$ cat config.mk
export PLATFORM = sky130hd
export DESIGN_NAME = serial_adder_ctrl
export DESIGN_NICKNAME = d
export VERILOG_FILES = /design/src/rtl/serial_adder_ctrl_pkg.sv /design/src/rtl/serial_adder_ctrl_fa_cell.sv /design/src/rtl/serial_adder_ctrl.sv
export SDC_FILE = /design/constraint.sdc
export NUM_CORES = 1
export LEC_CHECK = 0
export CORE_UTILIZATION = 46
export DETAILED_ROUTE_END_ITERATION = 10
export HOLD_SLACK_MARGIN = 0.03
export PLACE_DENSITY_LB_ADDON = 0.05
export RECOVER_POWER = 100
export REMOVE_ABC_BUFFERS = 1
export SYNTH_ARGS = -nofsm -noshare
export SYNTH_HDL_FRONTEND = slang
export SYNTH_SLANG_ARGS = --single-unit
$ cat constraint.sdc
create_clock -name clk -period 1.4 [get_ports clk]
set_input_delay 0.21 -clock clk [delete_from_list [all_inputs] [get_ports clk]]
set_output_delay 0.21 -clock clk [all_outputs]
set_load 0.01 [all_outputs]
$ cat src/rtl/serial_adder_ctrl_pkg.sv
// Shared types for the bit-serial adder controller.
package serial_adder_ctrl_pkg;

  // Controller states. The encoding 2'd3 is never entered; if it appears,
  // the next-state logic sends it back to IDLE.
  typedef enum logic [1:0] {
    IDLE  = 2'd0,
    SHIFT = 2'd1,
    DONE  = 2'd2
  } state_t;

endpackage

$ cat src/rtl/serial_adder_ctrl_fa_cell.sv
// Combinational 1-bit full adder built from two half adders.
module fa_cell (
  input  logic a,
  input  logic b,
  input  logic c,
  output logic s,
  output logic co
);

  logic h1_s;

  // The first half adder combines a and b. The second half adder folds in the carry.
  always_comb begin
    h1_s = a ^ b;
    s    = h1_s ^ c;
    co   = (a & b) | (c & h1_s);
  end

endmodule

$ cat src/rtl/serial_adder_ctrl.sv
// Bit-serial adder controller. One full-adder cell is stepped over WIDTH-bit
// operands, LSB first, one bit per clock, behind a start/done handshake.
module serial_adder_ctrl
  import serial_adder_ctrl_pkg::*;
#(
  parameter  int WIDTH = 8,
  localparam int CNT_W = $clog2(WIDTH)
) (
  input  logic             clk,
  input  logic             rst,
  input  logic             start,
  input  logic [WIDTH-1:0] a,
  input  logic [WIDTH-1:0] b,
  input  logic             cin,
  output logic             busy,
  output logic             done,
  output logic [WIDTH-1:0] sum,
  output logic             cout
);

  localparam logic [CNT_W-1:0] LAST_BIT = CNT_W'(WIDTH - 1);

  state_t           state;
  state_t           state_next;
  logic [WIDTH-1:0] a_sr;
  logic [WIDTH-1:0] b_sr;
  logic [WIDTH-1:0] res_sr;
  logic             carry;
  logic [CNT_W-1:0] cnt;
  logic             fa_s;
  logic             fa_co;
  logic             load;
  logic             last;

  fa_cell u_fa (
    .a  (a_sr[0]),
    .b  (b_sr[0]),
    .c  (carry),
    .s  (fa_s),
    .co (fa_co)
  );

  // start is honoured only in IDLE or DONE. When start arrives in DONE, a new
  // operation begins back-to-back.
  always_comb begin
    load = start && ((state == IDLE) || (state == DONE));
    last = (state == SHIFT) && (cnt == LAST_BIT);
    busy = (state == SHIFT);
    done = (state == DONE);
  end

  // Next-state logic.
  always_comb begin
    state_next = IDLE;
    case (state)
      IDLE:    state_next = start ? SHIFT : IDLE;
      SHIFT:   state_next = last ? DONE : SHIFT;
      DONE:    state_next = start ? SHIFT : IDLE;
      default: state_next = IDLE;
    endcase
  end

  // State register.
  always_ff @(posedge clk or posedge rst) begin
    if (rst) begin
      state <= IDLE;
    end else begin
      state <= state_next;
    end
  end

  // Operand capture and the serial datapath. sum and cout change only on the
  // final bit.
  always_ff @(posedge clk or posedge rst) begin
    if (rst) begin
      a_sr   <= '0;
      b_sr   <= '0;
      res_sr <= '0;
      carry  <= 1'b0;
      cnt    <= '0;
      sum    <= '0;
      cout   <= 1'b0;
    end else if (load) begin
      a_sr  <= a;
      b_sr  <= b;
      carry <= cin;
      cnt   <= '0;
    end else if (state == SHIFT) begin
      res_sr <= {fa_s, res_sr[WIDTH-1:1]};
      a_sr   <= {1'b0, a_sr[WIDTH-1:1]};
      b_sr   <= {1'b0, b_sr[WIDTH-1:1]};
      carry  <= fa_co;
      cnt    <= cnt + 1'b1;
      if (last) begin
        sum  <= {fa_s, res_sr[WIDTH-1:1]};
        cout <= fa_co;
      end
    end
  end

endmodule

==> results.md <==
- Die area: 0.00400 mm^2
- Clock power share: 14.5%
- I/O Buffers: 30
- Hold/Removal Path Class: flop to flop
- Initial antenna violation count: 0
- Final layout net count: 220
- CP delay by family, top: adder cells
- Commonest non-fill, non-tap cells in the layout: 38 x dfrtp_1, 22 x nand2_1, 19 x clkdlybuf4s50_1
- Distinct cells, synth: 26
- Critical Path Slowest Stage Cell: dfrtp_1
- Status: finished clean
- Reg area: 951 um^2
- Vias in the first global route: 1236
- Worst path depth: 4
- Initial detailed-routing violation count: 64
- CP Class: flop to flop
- Hold path cells: 2
- Multi-input gate area: 734 um^2
- P_int: 3110 uW
- Critical Path Max Stage Delay: 0.39 ns
- Vias: 1243
- GPL Wtd Cong: 0.741
- CTS tree: done
- Sum Neg Setup Slack: 0 ns
- Final WS setup: 0.0529 ns
- Share of post-route cells with drive strength above 1: 17.8%
- Unrepaired setup endpoints after global routing: false
- Gr usage total: 19.8%
- H-Tree Depth: 2
- Maximum number of pins on one net before global-route repair: 39
- Drt pass-1 iters: 4
- Net Switching: 1700 uW
- Leak Pwr: 0.00102 uW
- DP Area: 0.00218 mm^2
- Post-route cell area: 0.00224 mm^2
- Die Width: 63.3 um
- Pins Over Slew Limit: 0
- Clk sinks: 38
- HPWL after DPL: 2.39 mm
- Reg power frac: 40.8%
- Worst-Skew Late Latency: 0.29 ns
- Global-route wire length before repair: 6.01 mm
- Diodes inserted: 0
- Core Box Area: 0.00347 mm^2
- Fmax: 742 MHz
- Comb power frac: 44.7%
- Final setup violation count: 0
- CP endpoint kind: flop
- FF-to-FF path depth: 4
- Startpoint Class: flop
- # Post-CTS Setup Buffers: 0
- Sw Share: 35.3%
- CTS max path bufs: 2
- Final Hold Fails: 0
- Cell Chain, Critical Path: ha_1 > ha_4 > nand2_4 > mux2_4
- CP required: 1.57 ns
- Synth Warn #: 0
- Worst vdd ir: 0.00112 V
- CTS Buf Count: 5
- CP Max Fanout: 5
- DRT Wirelength: 3.56 mm
- Area Overhead vs Synth: 29.9%
- Final Critical Period: 1.35 ns
- Grt ovf: 0
- Syn_area_per_cell: 11.4 um^2
- Filler cell count: 292
- Power per cell area: 2140 mW/mm^2
- Syn Std Cell Area: 0.00173 mm^2
- Initial core utilization: 49.8%
- Worst-path clk slew: 0.07 ns
- Mapped Cells: 152
- Relative slew slack: 38.9%
- Placed cell count: 235
- Vias per inst: 5.12
- Routed Antenna Nets: 0
- Most common cell after layout, fill and taps aside: dfrtp_1
- I/O pin cnt: 31
- Wire per inst: 14.6 um
- Worst slack, placed: -0.138 ns
- Crit path buf inv count: 0
- Row cnt: 21
- Sequential fraction of the synthesis area: 55.1%
- Seq cells post-synth: 38
- Max_cap viols: 0
- DRC Markers: 0
- Period utilisation layout: 96.2%
- Clock Skew: 0.00322 ns
- Die height: 63.3 um
- Cell Count, Final, Fillers Out: 243
- Slew @ Worst Pin: 0.916 ns
- Worst Path Arrival: 1.52 ns
- Clock Root Buffer: clkbuf_8
==> registers in the layout, summed over array words and instances, names as in the netlist <==
name,cells
carry,1
res_sr,7
a_sr,8
sum,8
cnt,3
cout,1
b_sr,8
state,2
==> final timing paths <==
check / from / end / slack [ns]
setup reg to reg: cnt[0] / sum[0] / 0.05
hold / removal: res_sr[7] / res_sr[6] / 0.50
min in group asynchronous: rst / sum[4] / 0.52
hold reg to reg: res_sr[7] / res_sr[6] / 0.50
max in group asynchronous: rst / b_sr[7] / 0.32
setup / recovery: cnt[0] / sum[0] / 0.05
==> cells by family (layout without fill, tap and decap cells) <==
| family | after synthesis | count (layout) | synth area share [%] |
|---|---|---|---|
| AOI/OAI and AO/OA | 29 | 29 | 10.9 |
| adders and majority gates | 3 | 3 | 2.61 |
| buffers and inverters | 13 | 57 | 4.06 |
| DFF | 38 | 38 | 55.1 |
| muxes | 18 | 18 | 13.1 |
| and+or+nand+nor | 51 | 52 | 14.2 |
==> final cells by class <==
class | count | share of cell area (%)
flip-flops and latches | 38 | 42.4
well taps | 46 | 2.57
inverters | 3 | 0.725
multi-input cells | 102 | 32.7
clock buffers | 7 | 3.40
repair buffers | 47 | 18.2
==> worst min-delay path, cell delays in order, from the launching register on <==
cell	delay, ns
dfrtp_1	0.37
nand2_1	0.05
nand2_1	0.05
==> repair_timing <==
action | 4_1_cts | 5_1_grt
pin swaps | 1 | 1
gates cloned | 1 | 0
endpoints found under the setup margin | 14 | 18
endpoints found under the hold margin | 0 | 0
hold buffers | 0 | 0
gates resized for setup | 11 | 10
==> routing by layer <==
| layer | global-route usage (%) | routed length [um] |
|---|---|---|
| met4 | 7.67 | 53 |
| met2 | 29.2 | 1570 |
| met3 | 4.53 | 160 |
| met5 | 0 | 0 |
| met1 | 28.4 | 1770 |
==> power groups by stage <==
stage / sequential (uW) / clock [uW] / combinational (uW)
4_1_cts: 1960 / 719 / 2250
6_report: 1960 / 695 / 2150
3_5_place_dp: 1980 / 0 / 2230
5_1_grt: 2040 / 746 / 2390
2_1_floorplan: 2000 / 0 / 1200
3_3_place_gp: 1940 / 0 / 2180
==> Yosys cell counts (all sizes together) <==
library cell	n	area share [%]
ha	2	1.4
nand2	23	5.4
dfrtp	38	55
nor2b	10	3.6
a22o	3	1.5
inv	2	0.43
a211oi	8	3.5
buf	8	2.7
nand2b	3	1.1
and3b	1	0.51
mux2i	8	4.6
nand3	1	0.29
nor3	6	1.7
o21ai	3	0.87
o22ai	6	2.2
clkinv	1	0.51
a221o	1	0.58
clkbuf	2	0.43
mux2	10	8.5
fa	1	1.2
nor2	7	1.5
a21oi	8	2.3
==> through the flow <==
| step | power (uW) | hold slack (ns) | utilization (%) |
|---|---|---|---|
| final | 4800 | 0.500 | 64.7 |
| after global routing | 5170 | 0.534 | 64.7 |
| after CTS | 4930 | 0.294 | 65.5 |
| after detailed placement | 4210 | 0.479 | 63.0 |
| after global placement | 4130 | 0.462 | 63.0 |
| after floorplan | 3200 | 0.301 | - |
Power figures use the tool's default switching activity.
